File: config.mk
export PLATFORM = sky130hd
export DESIGN_NAME = txc_acc_core_flat
export DESIGN_NICKNAME = d
export VERILOG_FILES = /design/src/rtl/txc_acc_if.sv /design/src/rtl/txc_acc_core.sv /design/src/flat_wrapper.sv
export SDC_FILE = /design/constraint.sdc
export NUM_CORES = 1
export LEC_CHECK = 0
export BUFFER_PORTS_ARGS = -buffer_cell sky130_fd_sc_hd__buf_2
export CAP_MARGIN = 20
export CORE_ASPECT_RATIO = 1.1
export CORE_MARGIN = 8
export CORE_UTILIZATION = 30
export DETAILED_ROUTE_END_ITERATION = 12
export PLACE_DENSITY_LB_ADDON = 0.15
export SYNTH_ARGS = -nofsm -noshare
export SYNTH_HDL_FRONTEND = slang
export SYNTH_SLANG_ARGS = --single-unit
File: constraint.sdc
create_clock -name m2 -period 3.15 [get_ports m2]
set_input_delay 0.1575 -clock m2 [delete_from_list [all_inputs] [get_ports m2]]
set_output_delay 0.1575 -clock m2 [all_outputs]
set_load 0.05 [all_outputs]
File: src/rtl/txc_acc_if.sv
// CPU-side bus bundle for txc_acc_core: decode inputs, bank outputs, readback and save-state access.
interface txc_acc_if #(
  parameter int PRG_W = 2,
  parameter int CHR_W = 4
);
  logic [15:0]      cpu_addr;
  logic [7:0]       cpu_dat;
  logic             cpu_rw;
  logic [PRG_W-1:0] prg_bank;
  logic [CHR_W-1:0] chr_bank;
  logic             mir_v;
  logic             reg_oe;
  logic [7:0]       reg_dout;
  logic             ss_act;
  logic             ss_we;
  logic [7:0]       ss_addr;
  logic [7:0]       ss_rdat;

  modport master (
    output cpu_addr, cpu_dat, cpu_rw, ss_act, ss_we, ss_addr,
    input  prg_bank, chr_bank, mir_v, reg_oe, reg_dout, ss_rdat
  );

  modport slave (
    input  cpu_addr, cpu_dat, cpu_rw, ss_act, ss_we, ss_addr,
    output prg_bank, chr_bank, mir_v, reg_oe, reg_dout, ss_rdat
  );
endinterface

File: src/rtl/txc_acc_core.sv
// TXC-style accumulator/banking mapper core, all state clocked on the falling edge of m2.
// Optional save-state port is compiled in with the macro TXC_SS_EN.
module txc_acc_core #(
  parameter int ACC_W    = 2,
  parameter int ACC_POS  = 4,
  parameter int PRG_W    = 2,
  parameter int CHR_W    = 4,
  parameter int MIR_CTRL = 0
) (
  input logic     m2,
  input logic     map_rst_n,
  txc_acc_if.slave bus
);

  logic [ACC_W-1:0] r_acc;
  logic [ACC_W-1:0] r_stage;
  logic             r_inv;
  logic             r_inc;
  logic             r_mir;
  logic [PRG_W-1:0] r_prg;
  logic [CHR_W-1:0] r_chr;

  logic       w_wr;
  logic       w_hit_acc;
  logic       w_hit_inv;
  logic       w_hit_stage;
  logic       w_hit_mode;
  logic       w_hit_chr;
  logic       w_hit_prg;
  logic       w_mir;
  logic [7:0] w_dout;

  assign w_wr        = ~bus.cpu_rw;
  assign w_hit_acc   = w_wr && ((bus.cpu_addr & 16'hE103) == 16'h4100);
  assign w_hit_inv   = w_wr && ((bus.cpu_addr & 16'hE103) == 16'h4101);
  assign w_hit_stage = w_wr && ((bus.cpu_addr & 16'hE103) == 16'h4102);
  assign w_hit_mode  = w_wr && ((bus.cpu_addr & 16'hE103) == 16'h4103);
  assign w_hit_chr   = w_wr && ((bus.cpu_addr & 16'hE200) == 16'h4200);
  assign w_hit_prg   = w_wr && bus.cpu_addr[15];
  assign w_mir       = (MIR_CTRL != 0) ? r_mir : 1'b0;

  // Every decode is evaluated against pre-edge state, so mode changes only affect later $4100 writes
  always_ff @(negedge m2) begin
`ifdef TXC_SS_EN
    if (bus.ss_act) begin
      if (bus.ss_we) begin
        case (bus.ss_addr)
          8'd0: r_chr <= bus.cpu_dat[CHR_W-1:0];
          8'd1: r_prg <= bus.cpu_dat[PRG_W-1:0];
          8'd2: begin
            r_mir   <= (MIR_CTRL != 0) ? bus.cpu_dat[7] : 1'b0;
            r_inc   <= bus.cpu_dat[6];
            r_inv   <= bus.cpu_dat[5];
            r_stage <= bus.cpu_dat[ACC_W-1:0];
          end
          8'd3: r_acc <= bus.cpu_dat[ACC_W-1:0];
          default: ;
        endcase
      end
    end else
`endif
    if (!map_rst_n) begin
      r_acc   <= '0;
      r_stage <= '0;
      r_inv   <= 1'b0;
      r_inc   <= 1'b0;
      r_mir   <= 1'b0;
      r_prg   <= '0;
      r_chr   <= '0;
    end else begin
      if (w_hit_acc) begin
        if (r_inc)
          r_acc <= r_acc + ACC_W'(1);
        else
          r_acc <= r_inv ? ~r_stage : r_stage;
      end
      if (w_hit_inv)
        r_inv <= bus.cpu_dat[4];
      if (w_hit_stage)
        r_stage <= bus.cpu_dat[ACC_POS +: ACC_W];
      if (w_hit_mode) begin
        r_inc <= bus.cpu_dat[4];
        r_mir <= (MIR_CTRL != 0) ? bus.cpu_dat[0] : 1'b0;
      end
      if (w_hit_chr)
        r_chr <= bus.cpu_dat[CHR_W-1:0];
      if (w_hit_prg)
        r_prg <= r_acc[PRG_W-1:0];
    end
  end

  // Undriven data bus bits approximate open bus from the high address byte
  always_comb begin
    w_dout = {bus.cpu_addr[15:14], 2'b00, bus.cpu_addr[11:8]};
    w_dout[ACC_POS +: ACC_W] = r_acc;
  end

  assign bus.reg_oe   = bus.cpu_rw && ((bus.cpu_addr & 16'hE100) == 16'h4100);
  assign bus.reg_dout = w_dout;
  assign bus.prg_bank = r_prg;
  assign bus.chr_bank = r_chr;
  assign bus.mir_v    = w_mir;

`ifdef TXC_SS_EN
  always_comb begin
    case (bus.ss_addr)
      8'd0:    bus.ss_rdat = 8'(r_chr);
      8'd1:    bus.ss_rdat = 8'(r_prg);
      8'd2:    bus.ss_rdat = {w_mir, r_inc, r_inv, 1'b0, 4'(r_stage)};
      8'd3:    bus.ss_rdat = 8'(r_acc);
      default: bus.ss_rdat = 8'hFF;
    endcase
  end
`else
  assign bus.ss_rdat = 8'hFF;
`endif

endmodule

File: src/flat_wrapper.sv
// flat-port wrapper written by rule: the top's interface ports become plain ports
module txc_acc_core_flat 
#(
  parameter int ACC_W    = 2,
  parameter int ACC_POS  = 4,
  parameter int PRG_W    = 2,
  parameter int CHR_W    = 4,
  parameter int MIR_CTRL = 0
)
  (m2, map_rst_n, bus_cpu_addr, bus_cpu_dat, bus_cpu_rw, bus_ss_act, bus_ss_we, bus_ss_addr, bus_prg_bank, bus_chr_bank, bus_mir_v, bus_reg_oe, bus_reg_dout, bus_ss_rdat);
  txc_acc_if #(.PRG_W(PRG_W), .CHR_W(CHR_W)) bus_i ();
  input logic m2;
  input logic map_rst_n;
  input wire logic [$bits(bus_i.cpu_addr)-1:0] bus_cpu_addr;
  input wire logic [$bits(bus_i.cpu_dat)-1:0] bus_cpu_dat;
  input wire logic [$bits(bus_i.cpu_rw)-1:0] bus_cpu_rw;
  input wire logic [$bits(bus_i.ss_act)-1:0] bus_ss_act;
  input wire logic [$bits(bus_i.ss_we)-1:0] bus_ss_we;
  input wire logic [$bits(bus_i.ss_addr)-1:0] bus_ss_addr;
  output wire logic [$bits(bus_i.prg_bank)-1:0] bus_prg_bank;
  output wire logic [$bits(bus_i.chr_bank)-1:0] bus_chr_bank;
  output wire logic [$bits(bus_i.mir_v)-1:0] bus_mir_v;
  output wire logic [$bits(bus_i.reg_oe)-1:0] bus_reg_oe;
  output wire logic [$bits(bus_i.reg_dout)-1:0] bus_reg_dout;
  output wire logic [$bits(bus_i.ss_rdat)-1:0] bus_ss_rdat;
  assign bus_i.cpu_addr = bus_cpu_addr;
  assign bus_i.cpu_dat = bus_cpu_dat;
  assign bus_i.cpu_rw = bus_cpu_rw;
  assign bus_i.ss_act = bus_ss_act;
  assign bus_i.ss_we = bus_ss_we;
  assign bus_i.ss_addr = bus_ss_addr;
  assign bus_prg_bank = bus_i.prg_bank;
  assign bus_chr_bank = bus_i.chr_bank;
  assign bus_mir_v = bus_i.mir_v;
  assign bus_reg_oe = bus_i.reg_oe;
  assign bus_reg_dout = bus_i.reg_dout;
  assign bus_ss_rdat = bus_i.ss_rdat;
  txc_acc_core #(.ACC_W(ACC_W), .ACC_POS(ACC_POS), .PRG_W(PRG_W), .CHR_W(CHR_W), .MIR_CTRL(MIR_CTRL)) u_core (.m2(m2), .map_rst_n(map_rst_n), .bus(bus_i));
endmodule
; ---- After elaboration in Yosys (flattened, before gate mapping)
; Index checks and enable logic that the tools add are counted.
[classes]
n_bitwise = 2
eq_ne = 6
n_addsub = 1
mux = 2
reduce_logical = 7
[ops]
columns = cell, count
row1 = "6-bit by 5-bit equality test with 1-bit output, second input constant", 4
row2 = "4-bit by 3-bit equality test with 1-bit output, second input constant", 2
row3 = 1-bit logical AND, 7
row4 = 2-bit two-way mux, 2
row5 = "2-bit by 1-bit adder with 2-bit output, second input constant", 1
row6 = 2-bit inverter, 1
row7 = 1-bit inverter, 1
[totals]
elab_cells = 24
register_bits = 12
out_inout_bits = 24

; ---- Longest topological paths before layout
[depth]
depth_word = 3
mapped_depth = 4

==> out/results.ini <==
[worst_setup_path]
crit_buf_inv = 1
required_ps = 2990
start_kind = flip-flop
critical-path-top-delay-family = flip-flops
worst-path-max-fanout = 4
crit_type = reg2out
crit_slowest_cell = dfxtp_1
arrival_ps = 2560
crit_start = u_core.r_acc[1]
cpPeakStageDelay_ps = 370
endpoint_kind = primary output
crit_chain = buf_2
r2r-start = u_core.r_inv

[clock_network]
htreeDepth = 1
root_buffer = clkbuf_4
ctsHoldBuffers = 0
cts_tree = done
cts_buffers = 3
path_clk_slew_ps = 30
ctsResizeCount = 0
clock-sinks = 12
cts.path.max_buffers = 2
cts_setup_buffers = 0
clkLatencyLatePin_ps = 330

[sta]
setup_violations = 0
hold_viol_final = 0
fin_setup_tns_ps = 0
rsz0062_at_grt = no
final-max-slew-violation-count = 0
setup_slack_ps = 432
skew_ps = 7.77
hold_slack_ps = 315

[placement]
io_buffers = 28
place_ws_ps = 165
gp_congestion = 0.660
placed_area_um2 = 838
dpl.hpwl_mm = 1.37

[cells_and_area]
syn2layout_area_growth_pct = 24.6
drive_above_1_share = 0.347
antenna_cells = 0
final_area_um2 = 907
layout.nets = 159

[synth]
synth_cells = 84
syn_area_um2 = 728
synth.avg_cell_area_um2 = 8.67
synth.distinct_cells = 30
synth_warnings = 0
yosysSeqAreaShare = 0.330
synth_seq_cells = 12

[detailed_routing]
drt_wl_total_mm = 1.75
drtAntennaViolNets = 0
via_count = 671
vias_per_cell = 4.44
drt_first_iter_violations = 26
wl_per_cell_um = 11.6
drc = 0
dr.pass1.iters = 4

[grt]
grt_pass1_wl_mm = 3.20
grt_pass1_vias = 747
grt_util_all_layers = 0.0894
antenna_found_initial = 0
grt_max_degree = 10
grt_overflow = 0

[floorplanning]
die_x_um = 63.0
fp-row-count = 18
core_area_um2 = 2270
io_pins = 61
start_util = 0.320
die_h_um = 67.7
die_area_um2 = 4260

[power]
powerDensity_nw_per_um2 = 413
vdd_drop_max_v = 0.000336
p_leak_nw = 0.486

[min_path]
min_from = bus_cpu_addr[10]
min_path_type = in2out

[run_status]
status = finished, final reports clean

[run]
maxCapViolations = 0

## per-stage QoR
step | utilization | power, mW | std cells
after floorplan | - | 0.250 | 91
after global placement | 0.369 | 0.251 | 136
after detailed placement | 0.369 | 0.252 | 136
after CTS | 0.399 | 0.386 | 151
after global routing | 0.399 | 0.415 | 151
final | 0.399 | 0.374 | 151
## placed cells by master, fill, tap and decap left out
cell	synthesis	routed
a21boi_0	4	4
a21oi_1	5	5
a41o_1	1	1
and3_1	1	1
and3_2	4	4
and4bb_2	1	1
buf_2	0	28
buf_4	15	3
clkbuf_4	0	3
clkinvlp_2	0	1
conb_1	2	9
dfxtp_1	12	12
inv_1	3	14
mux2i_1	3	3
nand2_1	4	4
nand2b_1	2	2
nand3_1	3	3
nand4b_1	1	1
nand4bb_1	1	1
nor2_1	2	2
nor3b_1	1	1
nor4b_1	2	2
o211ai_1	1	1
o21a_1	4	4
o21ai_0	4	4
o31ai_1	1	1
or2_2	1	1
or3_1	1	1
or3b_4	1	1
or4_1	1	1
xnor2_1	1	1
xor2_1	1	1
## sequential cells by signal (all words and copies together) (netlist names)
| register | cells |
|---|---|
| u_core.bus.chr_bank | 4 |
| u_core.r_acc | 2 |
| u_core.r_inc | 1 |
| u_core.r_inv | 1 |
| u_core.r_stage | 2 |
| u_core.bus.prg_bank | 2 |
## report_power, final
part / internal (mW) / switching [mW] / total [mW]
clock: 0.0661 / 0.0831 / 0.149
sequential: 0.154 / 0.000437 / 0.154
combinational: 0.0169 / 0.0538 / 0.0707
## path summary, 6_finish.rpt
path                       endpoint  slack [ps]  cells after the start
max                 bus_reg_dout[5]         430                      1
min                 bus_reg_dout[2]         320                      0
max reg2reg         u_core.r_acc[0]        2200                      3
min reg2reg  u_core.bus.prg_bank[1]         490                      2
## layer usage
metal | vias up | global-route usage | wire [um]
li1 | 347 | - | -
met1 | 302 | 0.0810 | 677
met2 | 22 | 0.157 | 880
met3 | 0 | 0.0662 | 188
met4 | 0 | 0.0256 | 0
met5 | - | 0 | 0
## Yosys cell counts
cell type  count  area share
o31ai_1        1       0.010
a21boi_0       4       0.041
nand2b_1       2       0.017
nor3b_1        1       0.010
conb_1         2       0.010
or2_2          1      0.0086
or3b_4         1       0.015
o21a_1         4       0.041
or4_1          1       0.010
nand4b_1       1       0.012
inv_1          3       0.015
nand3_1        3       0.021
a41o_1         1       0.014
clkbuf_1       1      0.0051
nand4bb_1      1       0.015
and3_1         1      0.0086
and4bb_2       1       0.017
o211ai_1       1       0.010
o21ai_0        4       0.027
nor4b_1        2       0.024
mux2i_1        3       0.041
and3_2         4       0.041
or3_1          1      0.0086
dfxtp_1       12        0.33
nor2_1         2       0.010
xnor2_1        1       0.012
buf_4         15        0.15
a21oi_1        5       0.034
nand2_1        4       0.021
xor2_1         1       0.012
## logic make-up (layout without fill, tap and decap cells)
family | count (synthesis) | in the layout | synth area share
simple gates | 26 | 26 | 0.241
buf+inv | 19 | 49 | 0.175
other cells | 2 | 9 | 0.0103
mux | 3 | 3 | 0.0412
flops | 12 | 12 | 0.330
compound gates | 20 | 20 | 0.179
xor+xnor | 2 | 2 | 0.0241
## worst reg2reg max path: stages (launching register included)
cell	delay, ps
dfxtp_1	380
xnor2_1	130
o21ai_0	90
a41o_1	230
## layout make-up
class,instances,area (um^2)
fillers,263,1370
multi-input cells,60,387
flip-flops and latches,12,240
repair buffers,31,163
clock inverters,13,50.0
well taps,30,37.5
clock buffers,3,22.5
inverters,2,7.51
(Power assumes the default switching activity.)
